## src/rtl/carry_skip_pkg.sv

```systemverilog
// Shared constants and helpers for the registered carry-skip adder.
package carry_skip_pkg;

  localparam int CSA_WIDTH = 4;
  localparam int CSA_BLOCK = 4;

  function automatic int csa_groups(input int width, input int block);
    return width / block;
  endfunction

endpackage

```

## src/rtl/carry_skip_adder_csa_block.sv

```systemverilog
// One BLOCK-bit ripple group with group propagate and a carry-skip mux.
module csa_block #(
  parameter int BLOCK = 4
) (
  input  logic [BLOCK-1:0] a,
  input  logic [BLOCK-1:0] b,
  input  logic             cin,
  output logic [BLOCK-1:0] sum,
  output logic             cout
);

  logic [BLOCK-1:0] p;
  logic [BLOCK-1:0] g;
  logic [BLOCK:0]   c;
  logic             grp_p;

  assign p = a ^ b;
  assign g = a & b;

  always_comb begin
    c    = '0;
    c[0] = cin;
    for (int i = 0; i < BLOCK; i++) begin
      c[i+1] = g[i] | (p[i] & c[i]);
    end
  end

  assign sum   = p ^ c[BLOCK-1:0];
  assign grp_p = &p;
  // When every bit propagates, the ripple carry-out equals cin, so the
  // bypass only shortens the path and never changes the value.
  assign cout  = grp_p ? cin : c[BLOCK];

endmodule

```

## src/rtl/carry_skip_adder.sv

```systemverilog
// Registered WIDTH-bit carry-skip adder: {carry,sum} <= a + b + cin, one cycle latency.
module carry_skip_adder
  import carry_skip_pkg::*;
#(
  parameter int WIDTH = CSA_WIDTH,
  parameter int BLOCK = CSA_BLOCK
) (
  input  logic             clk,
  input  logic             rst,
  input  logic [WIDTH-1:0] a,
  input  logic [WIDTH-1:0] b,
  input  logic             cin,
  output logic [WIDTH-1:0] sum,
  output logic             carry
);

  localparam int NGROUPS = csa_groups(WIDTH, BLOCK);

  if ((WIDTH % BLOCK) != 0) begin : g_bad_width
    $fatal(1, "carry_skip_adder: WIDTH must be a multiple of BLOCK");
  end

  logic [NGROUPS:0] gc;
  logic [WIDTH-1:0] sum_d;
  logic [WIDTH-1:0] sum_q;
  logic             carry_q;

  assign gc[0] = cin;

  for (genvar gi = 0; gi < NGROUPS; gi++) begin : g_grp
    csa_block #(.BLOCK(BLOCK)) u_blk (
      .a    (a[gi*BLOCK +: BLOCK]),
      .b    (b[gi*BLOCK +: BLOCK]),
      .cin  (gc[gi]),
      .sum  (sum_d[gi*BLOCK +: BLOCK]),
      .cout (gc[gi+1])
    );
  end

  always_ff @(posedge clk or posedge rst) begin
    if (rst) begin
      sum_q   <= '0;
      carry_q <= 1'b0;
    end else begin
      sum_q   <= sum_d;
      carry_q <= gc[NGROUPS];
    end
  end

  assign sum   = sum_q;
  assign carry = carry_q;

endmodule

```

## config.mk

```make
export PLATFORM = sky130hd
export DESIGN_NAME = carry_skip_adder
export DESIGN_NICKNAME = d
export VERILOG_FILES = /design/src/rtl/carry_skip_pkg.sv /design/src/rtl/carry_skip_adder_csa_block.sv /design/src/rtl/carry_skip_adder.sv
export SDC_FILE = /design/constraint.sdc
export NUM_CORES = 1
export LEC_CHECK = 0
export CAP_MARGIN = 40
export CORE_AREA = 5 5 42 44
export DETAILED_ROUTE_END_ITERATION = 10
export DIE_AREA = 0 0 47 49
export PLACE_DENSITY = 0.57
export SYNTH_ARGS = -nofsm -noshare
export SYNTH_HDL_FRONTEND = slang
export SYNTH_SLANG_ARGS = --single-unit
```

## constraint.sdc

```tcl
create_clock -name clk -period 0.9 [get_ports clk]
set_clock_uncertainty 0.2 [all_clocks]
set_input_delay 0.18 -clock clk [delete_from_list [all_inputs] [get_ports clk]]
set_output_delay 0.18 -clock clk [all_outputs]
set_load 0.05 [all_outputs]
```

Word level (Yosys, flattened, before mapping)
Index checks and enable logic that the tools add are counted.
{"block": "word_totals", "regBits": 5, "in_bits": 11, "out_inout_bits": 5, "wordCells": 15}
{"block": "op_classes", "n_mux": 1, "bitwise_logic": 11, "n_reduce_logical": 1}
{"operator": "4-bit bitwise XOR", "count": 2}
{"operator": "1-bit bitwise AND", "count": 4}
{"operator": "4-bit bitwise AND", "count": 1}
{"operator": "1-bit OR", "count": 4}
{"operator": "4-bit AND reduction", "count": 1}
{"operator": "1-bit two-way mux", "count": 1}

Depth between registers and ports, before layout
Gate-level depths: netlist (run 1).
{"block": "logic_depth", "word_depth": 10, "depth_mapped": 8, "depth_no_buf": 8}

By module
Synthesis (run 1) repeated with hierarchy kept, for this count alone.
{"block": "hier_totals", "hier_cells": 25, "area_unflattened_um2": 309.0}
{"mod": "csa_block", "n_inst": 1, "cells_per_inst": 19, "area_each_um2": 180.2, "seq_area_each_um2": 0.0}
{"mod": "carry_skip_adder", "n_inst": 1, "cells_per_inst": 6, "area_each_um2": 128.9, "seq_area_each_um2": 125.1}

Worst setup path after synthesis (run 1)
Ideal clock, no wire load.
{"block": "synth_timing", "path_type": "input-to-reg", "start": "in a[0]", "end": "reg sum_q[3] (netlist: sum[3])", "setup_time_ns": 0.064, "arrival_time_ns": 1.673, "required_ns": 0.636, "setup_slack_ns": -1.037, "cell_stages": 8, "path_buffers": 0, "cell_sequence": "inv_1 -> fa_1 -> inv_1 -> fa_1 -> fa_1 -> inv_1 -> fa_1 -> inv_1"}
{"block": "synth_via", "elab_chain_cells": 8, "elab_cells_between_ends": 9, "cone_classes": "bitwise: 9"}
{"item": "from (decl)", "line": "carry_skip_adder.sv:10", "rtl": "input logic [WIDTH-1:0] a,"}
{"item": "4-bit bitwise XOR", "line": "carry_skip_adder_csa_block.sv:17", "rtl": "assign p = a ^ b;"}
{"item": "1-bit bitwise AND", "line": "carry_skip_adder_csa_block.sv:24", "rtl": "c[i+1] = g[i] | (p[i] & c[i]);"}
{"item": "1-bit OR (*)", "line": "carry_skip_adder_csa_block.sv:24"}
{"item": "1-bit bitwise AND (*)", "line": "carry_skip_adder_csa_block.sv:24"}
{"item": "1-bit OR (*)", "line": "carry_skip_adder_csa_block.sv:24"}
{"item": "1-bit bitwise AND (*)", "line": "carry_skip_adder_csa_block.sv:24"}
{"item": "1-bit OR (*)", "line": "carry_skip_adder_csa_block.sv:24"}
{"item": "4-bit bitwise XOR (*)", "line": "carry_skip_adder_csa_block.sv:28", "rtl": "assign sum = p ^ c[BLOCK-1:0];"}
{"item": "net g_grp[0].u_blk.sum[3]", "line": "carry_skip_adder_csa_block.sv:8", "rtl": "output logic [BLOCK-1:0] sum,"}
{"item": "to (signal assigned)", "line": "carry_skip_adder.sv:45", "rtl": "sum_q <= sum_d;"}
{"item": "to (decl)", "line": "carry_skip_adder.sv:25", "rtl": "logic [WIDTH-1:0] sum_q;"}
Mark *: on every way through the listed nets, which the timed path passes. The rest lies on a longest branch.

Worst setup path after layout (run 1)
Same ends and word-level chain as after synthesis.

==> summary.txt, run 1 <==
Hold path
  • Worst hold path type: primary input to asynchronous set/reset pin

Worst setup path
  • Setup CP Type: primary input to flop
  • Worst EP arrival: 1.74 ns
  • Max incr delay on CP: 0.41 ns
  • Worst EP required: 0.88 ns
  • CP Cell Sequence: buf_8, clkinv_8, fa_2, inv_2, fa_2, fa_2, inv_2, fa_2, inv_1
  • Setup crit start kind: primary input
  • CP Max Fanout: 2
  • Critical Path Sink Type: flop
  • Most frequent CP cell: fa_2
  • Crit-path slowest cell: fa_2

Global routing
  • Largest net degree at the start of global routing: 6
  • Initial antenna violation count: 0
  • Remaining global-route overflow: 0
  • First-pass GRT wire length: 855 µm
  • GRT Total Usage: 5.68%
  • Vias in the first global route: 230

STA
  • Fmax: 0.566 GHz
  • Final worst path period need: 1.77 ns
  • Setup violators final: 10
  • RSZ-0062 raised after global routing: yes
  • PnR worst setup slack: -0.867 ns
  • Final hold violation count: 6
  • Final hold slack: -0.0580 ns
  • Fin crit share: 196%
  • Final Max Slew Viols: 0
  • Worst-Margin Slew: 0.187 ns
  • Max-Slew Margin vs Limit: 87.5%

Pwr
  • Worst VDD drop: 0.417 mV
  • Pwr Density: 1650 nW/µm²
  • Leak: 0.000284 µW

Yosys
  • Leading cell types by count after synthesis: inv_1 (10), dfrtp_1 (5), fa_1 (4), ha_1 (4)
  • Post-synth EDFFs: 0
  • Synth area leaders: dfrtp_1 (40%), fa_1 (26%), ha_1 (16%)
  • Avg Cell Area, Syn: 12.4 µm²
  • Area leader, netlist: dfrtp_1
  • Top_reg_cell synth: dfrtp_1
  • Register area share after synthesis: 40.5%
  • Synthesis warning total: 0
  • Post-Synthesis Cell Area: 309 µm²
  • Cell variety after synth: 6
  • Top cell type's share of synthesized area: 40.5%
  • Async SR Flop Fraction: 100%
  • Register bit count reported by yosys: 5
  • Cells after synthesis: 25
  • Synthesized Nets: 44
  • Count leader, synth: inv_1

Finish
  • Final instance area: 593 µm²
  • Post-layout nets: 64
  • Syn-to-layout area delta: 91.9%
  • Fill count: 146
  • Share of post-route cells with drive strength above 1: 54.5%
  • Finished Layout Cells: 60
  • Number of antenna diodes: 0

Clocking
  • TritonCTS Buffers: 3
  • Postcts setup bufs: 0
  • Clock slew at the register clock pins of the worst setup and hold paths: 0.04 ns
  • Root buffer cell: clkbuf_4
  • Clock tree from TritonCTS: done
  • Longest Clk Path Bufs: 2
  • H-tree Lvls: 1
  • Clk sinks: 5

Route
  • DR DRC count: 0
  • First drt pass iteration count: 1
  • Iteration-0 DRC Markers: 0
  • Post-DR wirelength/cell: 8.92 µm
  • Via density: 3.60
  • Detailed-route via count: 216
  • Routed WL: 535 µm
  • Routed Antenna Nets: 0

Run
  • Max Cap Violations: 0

Floorplan
  • Die Y: 49 µm
  • Starting Density: 22.1%
  • Full die area: 2300 µm²
  • Die W: 47 µm
  • Top Ports: 16
  • Core Footprint: 1400 µm²
  • Std cell rows: 14

Placed design
  • RD Place Congestion: 0.638
  • Placed Area: 552 µm²
  • Placed cells: 56
  • Port-buffer cells: 15

Status
  • Failing checks: negative hold slack, negative setup slack
  • Outcome: complete, but fails checks
## critical path: cells and delay by family
| kind | cells | cell delay, ns |
|---|---|---|
| buf+inv | 5 | 0.30 |
| fa+ha+maj | 4 | 1.27 |
## cell usage in the layout, fill, tap and decap left out, drive strengths merged
cell type | synthesis | layout
inv | 10 | 9
clkbuf | 0 | 4
nand4 | 1 | 1
ha | 4 | 4
mux2i | 1 | 1
buf | 0 | 8
dfrtp | 5 | 5
clkinv | 0 | 1
clkdlybuf4s50 | 0 | 5
fa | 4 | 4
dlygate4sd2 | 0 | 2
## registers in the layout, indices dropped and copies added, names as in the netlist
name / flops
carry: 1
sum: 4
## final timing paths
| kind | from | endpoint | slack, ns | cells after the start |
|---|---|---|---|---|
| max | a[0] | sum[3] | -0.87 | 9 |
| min | rst | sum[3] | -0.06 | 2 |
| min in group clk | cin | carry | -0.01 | 3 |
| max in group asynchronous | rst | sum[0] | 0.37 | 2 |
## stage by stage
stage	setup TNS (ns)	hold slack (ns)	setup slack, ns	utilization (%)	power, µW
finish	-3.90	-0.0580	-0.867	42.3	979
global route	-4.15	-0.0265	-0.896	42.3	1030
CTS	-4.08	-0.0578	-0.934	41.8	1000
detailed placement	-6.44	0.189	-1.62	39.4	738
global placement	-6.38	0.184	-1.61	39.4	730
floorplan	-3.12	-0.242	-0.975	-	483
## power breakdown
| group | internal [µW] | switching (µW) |
|---|---|---|
| Sequential | 270 | 31.2 |
| Combinational | 218 | 212 |
| Clock | 167 | 81.1 |
| Total | 654 | 325 |
## layout make-up
class                      count  area [µm²]  share of cell area (%)
clock buffer                   4        26.3                    4.43
inverter                      10        55.1                    9.28
multi-input combinational     10         156                    26.4
sequential                     5         130                    21.9
tap                           16        20.0                    3.38
timing repair buffer          15         205                    34.6
## metal layers
metal	vias up	part of all wire (%)	GRT usage (%)
met1	95	32	5.41
met3	0	18	2.58
li1	105	-	-
met2	16	50	8.37
met5	-	0	0
met4	0	0	5.53
## what timing repair did
| item | 4_1_cts | 5_1_grt |
|---|---|---|
| endpoints found under the setup margin | 10 | 10 |
| hold endpoints to repair | 6 | 6 |
| gates resized for setup | 19 | 2 |
| pin swaps | 4 | 4 |
## cells by family (layout without fill, tap and decap cells)
logic type               Yosys count  count (layout)  share of synthesized area [%]
adder cells (fa/ha/maj)            8               8                           42.1
buffers and inverters             10              29                           12.1
multiplexers                       1               1                           3.24
flip-flops                         5               5                           40.5
AND/OR/NAND/NOR                    1               1                           2.03
(Power assumes the default switching activity.)
==> inputs of run 2 (changes only) <==
--- a/config.mk
+++ b/config.mk
@@ -5,11 +5,12 @@
 export SDC_FILE = /design/constraint.sdc
 export NUM_CORES = 1
 export LEC_CHECK = 0
+export ABC_AREA = 1
 export CAP_MARGIN = 40
 export CORE_AREA = 5 5 42 44
 export DETAILED_ROUTE_END_ITERATION = 10
 export DIE_AREA = 0 0 47 49
-export PLACE_DENSITY = 0.57
+export PLACE_DENSITY = 0.58
 export SYNTH_ARGS = -nofsm -noshare
 export SYNTH_HDL_FRONTEND = slang
 export SYNTH_SLANG_ARGS = --single-unit
==> summary.txt, run 2 <==
Clocking
  • Clock tree from TritonCTS: done (unchanged)
  • Clk sinks: 5 (unchanged)
  • Longest Clk Path Bufs: 2 (unchanged)
  • H-tree Lvls: 1 (unchanged)
  • TritonCTS Buffers: 3 (unchanged)
  • Postcts setup bufs: 0 (unchanged)
  • Root buffer cell: clkbuf_4 (unchanged)
  • Clock slew at the register clock pins of the worst setup and hold paths: 0.04 ns (about the same)

Worst setup path
  • Worst EP required: 0.88 ns (about the same)
  • Setup CP Type: primary input to flop (unchanged)
  • Worst EP arrival: 1.75 ns (was 1.74 ns)
  • Setup crit start kind: primary input (unchanged)
  • CP Max Fanout: 2 (unchanged)
  • Critical Path Sink Type: flop (unchanged)

Yosys
  • Avg Cell Area, Syn: 10.7 µm² (was 12.4 µm²)
  • Leading cell types by count after synthesis: inv_1 (11), dfrtp_1 (5), fa_1 (4), ha_1 (4), nand2_1 (4) (was inv_1 (10), dfrtp_1 (5), fa_1 (4), ha_1 (4))
  • Top cell type's share of synthesized area: 39.1% (was 40.5%)
  • Post-Synthesis Cell Area: 320 µm² (was 309 µm²)
  • Synthesis warning total: 0 (unchanged)
  • Register bit count reported by yosys: 5 (unchanged)
  • Cell variety after synth: 7 (was 6)
  • Area leader, netlist: dfrtp_1 (unchanged)
  • Cells after synthesis: 30 (was 25)
  • Register area share after synthesis: 39.1% (was 40.5%)
  • Post-synth EDFFs: 0 (unchanged)
  • Count leader, synth: inv_1 (unchanged)
  • Synthesized Nets: 49 (was 44)
  • Synth area leaders: dfrtp_1 (39%), fa_1 (25%), ha_1 (16%) (was dfrtp_1 (40%), fa_1 (26%), ha_1 (16%))
  • Async SR Flop Fraction: 100% (unchanged)
  • Top_reg_cell synth: dfrtp_1 (unchanged)

Route
  • Via density: 3.68 (was 3.60)
  • DR DRC count: 0 (unchanged)
  • Iteration-0 DRC Markers: 1 (was 0)
  • Detailed-route via count: 239 (was 216)
  • Routed Antenna Nets: 0 (unchanged)
  • Routed WL: 531 µm (was 535 µm)
  • Post-DR wirelength/cell: 8.17 µm (was 8.92 µm)
  • First drt pass iteration count: 2 (was 1)

Pwr
  • Pwr Density: 1620 nW/µm² (was 1650 nW/µm²)
  • Worst VDD drop: 0.473 mV (was 0.417 mV)
  • Leak: 0.000294 µW (was 0.000284 µW)
  • Total power: 1000 µW (was 979 µW)

Floorplan
  • Std cell rows: 14 (unchanged)
  • Die Y: 49 µm (unchanged)
  • Top Ports: 16 (unchanged)
  • Core Footprint: 1400 µm² (unchanged)
  • Die W: 47 µm (unchanged)
  • Starting Density: 22.9% (was 22.1%)
  • Full die area: 2300 µm² (unchanged)

Finish
  • Register Area: 130 µm² (unchanged)
  • Footprint of the multi-input gates: 168 µm² (was 156 µm²)
  • Number of antenna diodes: 0 (unchanged)
  • Share of post-route cells with drive strength above 1: 53.1% (was 54.5%)
  • Fill count: 155 (was 146)
  • Syn-to-layout area delta: 92.6% (was 91.9%)
  • Finished Layout Cells: 65 (was 60)
  • Most frequent cells in the layout: buf_12 (6), inv_1 (5), clkdlybuf4s50_1 (5) (was inv_1 (5), clkdlybuf4s50_1 (5), buf_12 (5))
  • Max reg flops: 4 (unchanged)
  • Most common cell after layout, fill and taps aside: buf_12
  • Post-layout nets: 69 (was 64)

STA
  • Total Neg Setup Slack: -3.91 ns (was -3.90 ns)
  • Max-Slew Margin vs Limit: 88.3% (was 87.5%)
  • Setup violators final: 10 (unchanged)
  • Final Max Slew Viols: 0 (unchanged)
  • PnR worst setup slack: -0.879 ns (was -0.867 ns)
  • Final hold slack: -0.0613 ns (was -0.0580 ns)
  • Fin crit share: 198% (was 196%)
  • Fmax: 0.562 GHz (was 0.566 GHz)
  • RSZ-0062 raised after global routing: yes (unchanged)
  • Final hold violation count: 6 (unchanged)
  • Worst-Margin Slew: 0.176 ns (was 0.187 ns)
  • Final worst path period need: 1.78 ns (was 1.77 ns)

Placed design
  • RD Place Congestion: 0.624 (was 0.638)
  • Port-buffer cells: 15 (unchanged)
  • Placed cells: 61 (was 56)
  • Hpwl dp: 493 µm

Status
  • Failing checks: negative hold slack, negative setup slack (unchanged)
  • Outcome: complete, but fails checks (unchanged)

Global routing
  • First-pass GRT wire length: 772 µm (was 855 µm)
  • Remaining global-route overflow: 0 (unchanged)
  • Largest net degree at the start of global routing: 6 (unchanged)
  • Vias in the first global route: 218 (was 230)
  • Initial antenna violation count: 0 (unchanged)
  • GRT Total Usage: 5.34% (was 5.68%)

Run
  • Max Cap Violations: 0 (unchanged)

Hold path
  • Worst hold path type: primary input to asynchronous set/reset pin (unchanged)
-- run 2: changes by cell type in the layout (fill, tap and decap cells not counted) --
cell      previous run  this run
nor2_1               0         1
mux2i_1              1         0
buf_12               5         6
o21ai_2              0         1
clkinv_4             0         1
buf_6                2         1
clkinv_8             1         0
nand2_1              0         4
nand4_1              1         0
inv_2                2         4
inv_12               0         1
inv_4                2         0
-- run 2: timing repair --
action | in CTS | in global routing
pin swaps | 4 | 4
endpoints found under the setup margin | 10 | 10
resized for setup | 22 | 4
hold endpoints to repair | 6 | 6
-- run 2: layer usage --
metal	wire (µm)	GRT usage [%]
met5	0	0
met4	19	9.68
met3	81	0.369
met2	286	7.47
met1	143	4.55
-- run 2: per-stage QoR --
step	area [µm²]	setup slack, ns	util [%]
3_5_place_dp	573	-1.69	40.9
2_1_floorplan	353	-0.963	-
4_1_cts	609	-0.936	43.5
3_3_place_gp	573	-1.66	40.9
6_report	617	-0.879	44.0
5_1_grt	617	-0.929	44.0
-- run 2: cell type report --
cell class                 instances  area share (%)
clock buffer                       4            4.26
inverter                          11            9.53
multi-input combinational         14            27.2
sequential                         5            21.1
tap                               16            3.25
timing repair buffer              15            34.7
-- run 2: final timing paths --
check	from	endpoint	slack, ns	cells past startpoint
max	cin	sum[3]	-0.88	9
min	rst	sum[3]	-0.06	2
max in group asynchronous	rst	sum[1]	0.38	2
min in group clk	cin	carry	-0.05	3
-- run 2: report_power, final --
| group | internal [µW] | total [µW] | switching, µW |
|---|---|---|---|
| sequential | 270 | 300 | 30.0 |
| combinational | 229 | 453 | 224 |
| clock | 167 | 248 | 81.3 |
| total | 666 | 1000 | 335 |
-- run 2: cell families after synthesis --
kind of cell    Yosys count  synth area share [%]
simple gates              5                  5.86
flops                     5                  39.1
compound gates            1                  1.56
fa+ha+maj                 8                  40.6
buf+inv                  11                  12.9
-- run 2: worst max-delay path, cell delays in order --
cell   delay, ns
buf_6       0.09
inv_2       0.05
fa_2        0.19
inv_2       0.04
fa_2        0.34
fa_2        0.34
inv_2       0.06
fa_2        0.41
inv_1       0.06
